--- src/rtl/icache_sa_if.sv ---
// icache_sa_if: fetch-side and refill-side signals of the set-associative
// instruction cache. The slave modport is the cache; the master modport is
// the environment (IF stage plus instruction memory).
interface icache_sa_if #(
    parameter int ADDR_WIDTH = 32,
    parameter int LINE_WORDS = 4
);
    localparam int OFF = $clog2(LINE_WORDS) + 2;

    logic [ADDR_WIDTH-1:0]     ADDR;
    logic                      FLUSH;
    logic [31:0]               INSTRUCTION;
    logic                      BUSYWAIT;
    logic                      MEM_READ;
    logic [ADDR_WIDTH-OFF-1:0] MEM_ADDR;
    logic [32*LINE_WORDS-1:0]  MEM_READ_DATA;
    logic                      MEM_BUSYWAIT;
    logic [31:0]               HIT_COUNT;
    logic [31:0]               MISS_COUNT;

    modport master (
        output ADDR, FLUSH, MEM_READ_DATA, MEM_BUSYWAIT,
        input  INSTRUCTION, BUSYWAIT, MEM_READ, MEM_ADDR, HIT_COUNT, MISS_COUNT
    );

    modport slave (
        input  ADDR, FLUSH, MEM_READ_DATA, MEM_BUSYWAIT,
        output INSTRUCTION, BUSYWAIT, MEM_READ, MEM_ADDR, HIT_COUNT, MISS_COUNT
    );
endinterface

--- src/rtl/icache_sa.sv ---
// icache_sa: parametrised set-associative instruction cache with round-robin
// replacement, whole-cache flush and an external line-refill port.
// Hits are combinational; misses stall IF through BUSYWAIT during refill.
// All state changes on the falling clock edge.
// Optional hit/miss counters are built when ICACHE_PERF_CNT_EN is defined;
// otherwise HIT_COUNT and MISS_COUNT are tied to zero.
module icache_sa #(
    parameter int ADDR_WIDTH = 32,
    parameter int SETS       = 8,
    parameter int WAYS       = 2,
    parameter int LINE_WORDS = 4
) (
    input logic         CLK,
    input logic         RESET_N,
    icache_sa_if.slave  bus
);
    localparam int OFF   = $clog2(LINE_WORDS) + 2;
    localparam int IDX   = $clog2(SETS);
    localparam int TAGW  = ADDR_WIDTH - OFF - IDX;
    localparam int WSEL  = OFF - 2;
    localparam int PW    = (WAYS > 1) ? $clog2(WAYS) : 1;
    localparam int LINEW = 32 * LINE_WORDS;

    typedef enum logic [1:0] {
        IDLE,
        MEM_RD,
        FILL
    } state_t;

    state_t                    state;
    logic [WAYS-1:0]           valid    [SETS];
    logic [TAGW-1:0]           tag_mem  [SETS][WAYS];
    logic [LINEW-1:0]          data_mem [SETS][WAYS];
    logic [PW-1:0]             ptr      [SETS];
    logic                      flush_pend;
    logic                      mem_read_q;
    logic [ADDR_WIDTH-OFF-1:0] mem_addr_q;
    logic [PW-1:0]             fill_way;
    logic                      fill_from_ptr;
    logic [LINEW-1:0]          line_buf;

    logic [WSEL-1:0]           cur_word;
    logic [IDX-1:0]            cur_idx;
    logic [TAGW-1:0]           cur_tag;
    logic [IDX-1:0]            lat_idx;
    logic [TAGW-1:0]           lat_tag;
    logic                      hit;
    logic [PW-1:0]             hit_way;
    logic [PW-1:0]             victim;
    logic                      victim_from_ptr;
    logic [LINEW-1:0]          hit_line;
    logic                      unused_addr_bits;

    assign cur_word         = bus.ADDR[OFF-1:2];
    assign cur_idx          = bus.ADDR[OFF+IDX-1:OFF];
    assign cur_tag          = bus.ADDR[ADDR_WIDTH-1:OFF+IDX];
    assign unused_addr_bits = ^bus.ADDR[1:0];

    // The latched line address already holds {tag, index} of the pending miss.
    assign lat_idx = mem_addr_q[IDX-1:0];
    assign lat_tag = mem_addr_q[ADDR_WIDTH-OFF-1:IDX];

    // Tag compare across all ways of the currently indexed set.
    always_comb begin
        hit     = 1'b0;
        hit_way = '0;
        for (int unsigned w = 0; w < WAYS; w++) begin
            if (valid[cur_idx][w] && (tag_mem[cur_idx][w] == cur_tag)) begin
                hit     = 1'b1;
                hit_way = PW'(w);
            end
        end
    end

    // Victim: lowest invalid way, else the set's round-robin pointer.
    always_comb begin
        victim          = ptr[cur_idx];
        victim_from_ptr = 1'b1;
        for (int unsigned w = 0; w < WAYS; w++) begin
            if (victim_from_ptr && !valid[cur_idx][w]) begin
                victim          = PW'(w);
                victim_from_ptr = 1'b0;
            end
        end
    end

    assign hit_line        = data_mem[cur_idx][hit_way];
    assign bus.INSTRUCTION = hit ? hit_line[{cur_word, 5'b0} +: 32] : 32'h0000_0013;
    assign bus.BUSYWAIT    = (state != IDLE) | ~hit | bus.FLUSH;
    assign bus.MEM_READ    = mem_read_q;
    assign bus.MEM_ADDR    = mem_addr_q;

    // Refill controller: miss detection, memory handshake, line install, flush.
    always_ff @(negedge CLK or negedge RESET_N) begin
        if (!RESET_N) begin
            state         <= IDLE;
            flush_pend    <= 1'b0;
            mem_read_q    <= 1'b0;
            mem_addr_q    <= '0;
            fill_way      <= '0;
            fill_from_ptr <= 1'b0;
            line_buf      <= '0;
            for (int unsigned s = 0; s < SETS; s++) begin
                valid[s] <= '0;
                ptr[s]   <= '0;
            end
        end else begin
            case (state)
                IDLE: begin
                    if (bus.FLUSH) begin
                        for (int unsigned s = 0; s < SETS; s++) begin
                            valid[s] <= '0;
                            ptr[s]   <= '0;
                        end
                    end else if (!hit) begin
                        state         <= MEM_RD;
                        mem_read_q    <= 1'b1;
                        mem_addr_q    <= bus.ADDR[ADDR_WIDTH-1:OFF];
                        fill_way      <= victim;
                        fill_from_ptr <= victim_from_ptr;
                    end
                end
                MEM_RD: begin
                    if (bus.FLUSH) begin
                        for (int unsigned s = 0; s < SETS; s++) begin
                            valid[s] <= '0;
                        end
                        flush_pend <= 1'b1;
                    end
                    if (!bus.MEM_BUSYWAIT) begin
                        state      <= FILL;
                        mem_read_q <= 1'b0;
                        line_buf   <= bus.MEM_READ_DATA;
                    end
                end
                FILL: begin
                    if (bus.FLUSH) begin
                        for (int unsigned s = 0; s < SETS; s++) begin
                            valid[s] <= '0;
                        end
                    end
                    // A flush seen during this refill installs the line invalid.
                    valid[lat_idx][fill_way] <= !(flush_pend || bus.FLUSH);
                    if ((WAYS > 1) && fill_from_ptr) begin
                        ptr[lat_idx] <= ptr[lat_idx] + 1'b1;
                    end
                    flush_pend <= 1'b0;
                    state      <= IDLE;
                end
                default: state <= IDLE;
            endcase
        end
    end

    // Tag and line storage; written only while installing a refilled line.
    always_ff @(negedge CLK) begin
        if (state == FILL) begin
            tag_mem[lat_idx][fill_way]  <= lat_tag;
            data_mem[lat_idx][fill_way] <= line_buf;
        end
    end

`ifdef ICACHE_PERF_CNT_EN
    logic [31:0] hit_cnt;
    logic [31:0] miss_cnt;

    // Saturating hit/miss counters, sampled only while idle.
    always_ff @(negedge CLK or negedge RESET_N) begin
        if (!RESET_N) begin
            hit_cnt  <= '0;
            miss_cnt <= '0;
        end else if ((state == IDLE) && !bus.FLUSH) begin
            if (hit && (hit_cnt != '1)) begin
                hit_cnt <= hit_cnt + 32'd1;
            end
            if (!hit && (miss_cnt != '1)) begin
                miss_cnt <= miss_cnt + 32'd1;
            end
        end
    end

    assign bus.HIT_COUNT  = hit_cnt;
    assign bus.MISS_COUNT = miss_cnt;
`else
    assign bus.HIT_COUNT  = '0;
    assign bus.MISS_COUNT = '0;
`endif

endmodule

--- src/flat_wrapper.sv ---
// flat-port wrapper written by rule: the top's interface ports become plain ports
module icache_sa_flat 
#(
    parameter int ADDR_WIDTH = 32,
    parameter int SETS       = 8,
    parameter int WAYS       = 2,
    parameter int LINE_WORDS = 4
)
  (CLK, RESET_N, bus_ADDR, bus_FLUSH, bus_MEM_READ_DATA, bus_MEM_BUSYWAIT, bus_INSTRUCTION, bus_BUSYWAIT, bus_MEM_READ, bus_MEM_ADDR, bus_HIT_COUNT, bus_MISS_COUNT);
  icache_sa_if #(.ADDR_WIDTH(ADDR_WIDTH), .LINE_WORDS(LINE_WORDS)) bus_i ();
  input logic CLK;
  input logic RESET_N;
  input wire logic [$bits(bus_i.ADDR)-1:0] bus_ADDR;
  input wire logic [$bits(bus_i.FLUSH)-1:0] bus_FLUSH;
  input wire logic [$bits(bus_i.MEM_READ_DATA)-1:0] bus_MEM_READ_DATA;
  input wire logic [$bits(bus_i.MEM_BUSYWAIT)-1:0] bus_MEM_BUSYWAIT;
  output wire logic [$bits(bus_i.INSTRUCTION)-1:0] bus_INSTRUCTION;
  output wire logic [$bits(bus_i.BUSYWAIT)-1:0] bus_BUSYWAIT;
  output wire logic [$bits(bus_i.MEM_READ)-1:0] bus_MEM_READ;
  output wire logic [$bits(bus_i.MEM_ADDR)-1:0] bus_MEM_ADDR;
  output wire logic [$bits(bus_i.HIT_COUNT)-1:0] bus_HIT_COUNT;
  output wire logic [$bits(bus_i.MISS_COUNT)-1:0] bus_MISS_COUNT;
  assign bus_i.ADDR = bus_ADDR;
  assign bus_i.FLUSH = bus_FLUSH;
  assign bus_i.MEM_READ_DATA = bus_MEM_READ_DATA;
  assign bus_i.MEM_BUSYWAIT = bus_MEM_BUSYWAIT;
  assign bus_INSTRUCTION = bus_i.INSTRUCTION;
  assign bus_BUSYWAIT = bus_i.BUSYWAIT;
  assign bus_MEM_READ = bus_i.MEM_READ;
  assign bus_MEM_ADDR = bus_i.MEM_ADDR;
  assign bus_HIT_COUNT = bus_i.HIT_COUNT;
  assign bus_MISS_COUNT = bus_i.MISS_COUNT;
  icache_sa #(.ADDR_WIDTH(ADDR_WIDTH), .SETS(SETS), .WAYS(WAYS), .LINE_WORDS(LINE_WORDS)) u_core (.CLK(CLK), .RESET_N(RESET_N), .bus(bus_i));
endmodule
--- config.mk ---
export PLATFORM = sky130hd
export DESIGN_NAME = icache_sa_flat
export DESIGN_NICKNAME = d
export VERILOG_FILES = /design/src/rtl/icache_sa_if.sv /design/src/rtl/icache_sa.sv /design/src/flat_wrapper.sv
export SDC_FILE = /design/constraint.sdc
export NUM_CORES = 2
export LEC_CHECK = 0
export ABC_AREA = 1
export CORE_MARGIN = 2
export CORE_UTILIZATION = 32
export CTS_CLUSTER_SIZE = 8
export DETAILED_ROUTE_END_ITERATION = 16
export SLEW_MARGIN = 20
export SYNTH_ARGS = -nofsm -noshare
export SYNTH_HDL_FRONTEND = slang
export SYNTH_SLANG_ARGS = --single-unit
--- constraint.sdc ---
create_clock -name CLK -period 8 [get_ports CLK]
set_clock_uncertainty 0.2 [all_clocks]
set_input_delay 1.6 -clock CLK [delete_from_list [all_inputs] [get_ports CLK]]
set_output_delay 1.6 -clock CLK [all_outputs]
set_load 0.01 [all_outputs]
* Yosys cells after proc, flatten, opt, wreduce, memory -nomap -nowiden
Memory sizes are Yosys's and may differ from the RTL's. Cells that the tools add are included.
Word-level totals: register bits 186, RAM bits 2448, input bits 164, output and inout port bits 126, word-level logic and storage cells 127, memories 2
Memory list:
- u_core.data_mem | words 8, width 256, read ports 1, clocked after memory_dff 0, write ports 1, line icache_sa.sv:33 | logic [LINEW-1:0] data_mem [SETS][WAYS];
- u_core.tag_mem | words 8, width 50, read ports 1, clocked after memory_dff 0, write ports 1, line icache_sa.sv:32 | logic [TAGW-1:0] tag_mem [SETS][WAYS];
Cells by class: add/sub/neg operators 1, magnitude comparators 8, eq/ne operators 10, shift operators 1, multiplexer cells 51, bitwise gates (word level) 9, reduce and logical (&&, ||, !) cells 22
Operator list (count):
- $mux W128 | 4
- $mux W256 | 1
- $demux W128 S1 | 1
- $shiftx A128 B8 Y32 | 1
- $eq A25 B25 Y1 | 2
- $mux W50 | 1
- $mux W16 | 2
- $mux W32 | 1
- $pmux W16 S2 | 1
- $demux W25 S1 | 1
- $mux W25 | 1
- $mux W1 | 18
- $bwmux W16 | 1
- $mux W8 | 2
- $pmux W8 S2 | 1
- $mux W2 | 6
- $ne A2 B2 Y1 const B | 5
- $reduce_bool A2 Y1 | 5
- $reduce_and A3 Y1 | 3
- $bwmux W8 | 1
- $ge A4 B4 Y1 const B | 2
- $not A3 Y4 | 2
- $bmux W1 S3 | 2
- $bmux W2 S3 | 1
- other kinds (24) | 37

* Longest topological paths before layout
depth after elaboration 12, gate-level depth with buffers 24, gate-level depth less buffers 19

==> run_results.csv <==
group,metric,value,unit
cts,htree_levels,5,
logic_synthesis,yosysSeqAreaShare,0.739,
logic_synthesis,synth_common_cells,"edfxtp_1, nor2_1, o21ai_0",
die,initial_utilization,0.321,
worst_setup_path,worstSetupPathType,"reg2out",
layout,final_area,137000,µm²
power_and_ir_drop,vdd_drop_max,0.000185,V
power_and_ir_drop,netSwitchingPower,0.0130,W
timing,tightestPinTransition,1.14,ns
global_route,grt.overflow.total,0,
logic_synthesis,synth_top_cell_area_share,0.695,
layout,final_layout_size_suffix_gt1_frac,0.111,
cts,numClockSinks,2634,
logic_synthesis,synth.ff_latch_count,2634,
detailed_routing,wl_met1,136,mm
detailed_routing,wl,351,mm
detailed_routing,met2WireLength,168,mm
worst_setup_path,arrival,7.92,ns
worst_setup_path,end_kind,"output pin",
layout,areaGrowthSynthToFinish,29.9,%
power_and_ir_drop,sw_frac_of_total,0.311,
global_route,grt_usage,0.203,
logic_synthesis,synth_largest_area_cell,"edfxtp_1",
worst_setup_path,reg2reg_from,"u_core.bus.MEM_ADDR[0]$_DFFE_NN0P_",
worst_setup_path,r2r_slack,3.96,ns
layout,fin_util,0.417,
power_and_ir_drop,clock_power_share,0.456,
detailed_routing,vias,83300,
power_and_ir_drop,p_int,0.0289,W
timing,hold_slack,0.243,ns
power_and_ir_drop,p_leak,57.7,nW
cts,clockRootBuffer,"clkbuf_16",
detailed_routing,maxUsedRoutingLayer,"met5",
flow_run,maxCapViolCount,0,
detailed_routing,routed_via_density,5.17,
detailed_routing,wl_met3,33.5,mm
die,rows,211,
worst_setup_path,timing.critical_path.from,"u_core.tag_mem[5][14]$_DFFE_NP_",
global_route,grt_pass1_vias,85700,
power_and_ir_drop,power_density,306,nW/µm²
timing,report.final.slew_viol_count,0,
cts,cts_buffer_depth,4,
detailed_routing,dr.pass1.iters,6,
status,violations,"negative setup slack",
detailed_routing,routedWlPerCell,21.8,µm
timing,final_hold_viol_count,0,
worst_setup_path,ff2ff_path_depth,8,
die,die_y,579,µm
global_route,antenna_found_initial,18,
worst_setup_path,r2r_end,"u_core.data_mem[0][126]$_DFFE_NP_",
logic_synthesis,synth_flop_cell,"edfxtp_1",
global_route,grt_pass1_wl,511,mm
worst_setup_path,critPathLaunchType,"flip-flop",
die,dieArea,335000,µm²
hold_path,min_path_cells,2,
timing,setup_slack,-1.72,ns
power_and_ir_drop,p_seq_frac,0.470,
layout,final_nets,11800,
timing,finalSetupViolCount,33,
logic_synthesis,synth_edf_count,2448,
hold_path,min_path_type,"reg2reg",
detailed_routing,ant_nets,0,
die,ios,290,
timing,grt_setup_unrepaired,"true",
logic_synthesis,yosys_warnings,0,
cts,cts_buffers,370,
cts,clock_latency,0.97,ns
global_route,grt_max_degree,188,
logic_synthesis,synth_area,106000,µm²
cts,cts.clk_slew.worst_paths,0.04,ns
placement,io_buffer_count,223,
cts,cts_hold_buf,0,
worst_setup_path,crit_fanout,10,
logic_synthesis,yosysUniqueCellTypes,36,
worst_setup_path,endpoint,"bus_INSTRUCTION[7]",
die,coreArea,330000,µm²
placement,gp_congestion,0.869,
logic_synthesis,synth-async-reset-ratio,0.0706,
logic_synthesis,yosysMostFrequentCell,"edfxtp_1",
die,die_w,579,µm
placement,dp_hpwl,185,mm
cts,cts_tree,"built",
logic_synthesis,avgSynthCellArea,12.2,µm²
logic_synthesis,synth_cells,8680,
status,run_status,"complete, but fails checks",
placement,place_ws,-1.67,ns
placement,placed_area,115000,µm²
detailed_routing,drt-initial-drc-count,9263,
worst_setup_path,cp.required,6.20,ns
power_and_ir_drop,p_comb_frac,0.074,
detailed_routing,drc,0,
logic_synthesis,synthTopCellsByArea,"edfxtp_1, o21ai_0, nor2_1, nand2_1, dfrtn_1",
timing,relSlewSlack,0.241,
## power groups by stage
| stage | combinational, W | clock, W | sequential (W) |
|---|---|---|---|
| floorplan | 0.00145 | 0.00181 | 0.0191 |
| global placement | 0.00281 | 0.00181 | 0.0198 |
| detailed placement | 0.00286 | 0.00181 | 0.0200 |
| CTS | 0.00308 | 0.0196 | 0.0197 |
| global route | 0.00343 | 0.0210 | 0.0199 |
| finish | 0.00312 | 0.0191 | 0.0197 |
## layer usage
metal | up-vias | GRT usage
li1 | 36900 | -
met1 | 41000 | 0.249
met2 | 4602 | 0.328
met3 | 758 | 0.0525
met4 | 20 | 0.109
met5 | - | 0
## layout make-up
| cell class | instances | area [µm²] |
|---|---|---|
| clock buffers | 423 | 9610 |
| clock inverters | 2494 | 9910 |
| multi-input cells | 5239 | 25900 |
| well taps | 4366 | 5460 |
| fillers | 30500 | 192000 |
| inverters | 231 | 913 |
| repair buffers | 728 | 7510 |
| flip-flops and latches | 2634 | 78200 |
| diodes | 4 | 10.0 |
## logic make-up after synthesis
logic type | synth area share
compound gates | 0.108
xor+xnor | 0.000414
buf+inv | 0.0358
flops | 0.739
other cells | 0.0000354
simple gates | 0.117
## stage by stage
stage,instances,TNS (ns),total power [W]
finish,16100,-53.70,0.0420
CTS,16100,-53.56,0.0424
detailed placement,13100,-68.57,0.0246
floorplan,8743,-199.15,0.0223
global route,16100,-56.80,0.0443
global placement,13100,-66.51,0.0244
## how the worst min path moves through the flow
stage	start	end	slack [ns]
global placement	u_core.flush_pend$_DFFE_NN0P_	u_core.flush_pend$_DFFE_NN0P_	0.23
finish	u_core.bus.MEM_READ$_DFFE_NN0P_	u_core.bus.MEM_READ$_DFFE_NN0P_	0.24
floorplan	u_core.fill_from_ptr$_DFFE_NN0P_	u_core.fill_from_ptr$_DFFE_NN0P_	0.20
CTS	u_core.bus.MEM_READ$_DFFE_NN0P_	u_core.bus.MEM_READ$_DFFE_NN0P_	0.24
global route	u_core.bus.MEM_READ$_DFFE_NN0P_	u_core.bus.MEM_READ$_DFFE_NN0P_	0.27
detailed placement	u_core.bus.MEM_READ$_DFFE_NN0P_	u_core.bus.MEM_READ$_DFFE_NN0P_	0.24
## sequential cells by signal, summed over array words and instances, names as in the netlist
| register | count |
|---|---|
| u_core.bus.MEM_READ | 1 |
| u_core.data_mem | 2048 |
| u_core.ptr | 8 |
| u_core.state | 2 |
| u_core.valid | 16 |
| u_core.fill_way | 1 |
| u_core.flush_pend | 1 |
| u_core.tag_mem | 400 |
| u_core.line_buf | 128 |
| u_core.bus.MEM_ADDR | 28 |
| u_core.fill_from_ptr | 1 |
## cells in the final DEF, fill, tap and decap left out, types with 13 or more instances in the layout
cell / Yosys / routed
clkdlybuf4s50_1: 0 / 184
nand2_1: 1329 / 1228
a221oi_1: 51 / 51
o221ai_1: 253 / 253
edfxtp_1: 2448 / 2448
nor2_4: 1 / 79
o21ai_0: 1376 / 1362
clkbuf_16: 0 / 377
o21ai_1: 62 / 73
clkbuf_1: 390 / 43
buf_4: 92 / 385
nor2_1: 1416 / 1318
a21oi_1: 162 / 156
buf_6: 4 / 53
or2_2: 13 / 13
nand2_2: 3 / 79
inv_1: 224 / 2672
o211ai_1: 15 / 15
nand3_4: 0 / 17
dfrtn_1: 186 / 186
nor2_2: 1 / 21
o22ai_1: 77 / 77
nand2_4: 0 / 22
conb_1: 1 / 64
nand3_2: 0 / 88
nand3_1: 374 / 269
buf_12: 0 / 78
## worst max-delay path: stages, from the launching register on
cell and delay, ns:
edfxtp_1 0.37, nand2_1 0.08, nand2_1 0.06, nand2_1 0.07, nand3_2 0.09, nand3_2 0.08, nand2_2 0.09, nor2_2 0.16
nand2_2 0.08, buf_6 0.12, nor2_4 0.13, nand2_8 0.12, buf_12 0.16, bufbuf_16 0.29, o21ai_0 0.16, nand3_1 0.20
nand3_1 0.20, nand2_2 0.13, nor2_4 0.22, buf_6 0.13
## timing repair
item / CTS / global route
setup buffers: 46 / 6
gates resized for setup: 459 / 163
pin swaps: 116 / 100
cloned: 11 / 2
setup endpoints to repair: 46 / 44
No activity file was read; power rests on OpenSTA's default activity.
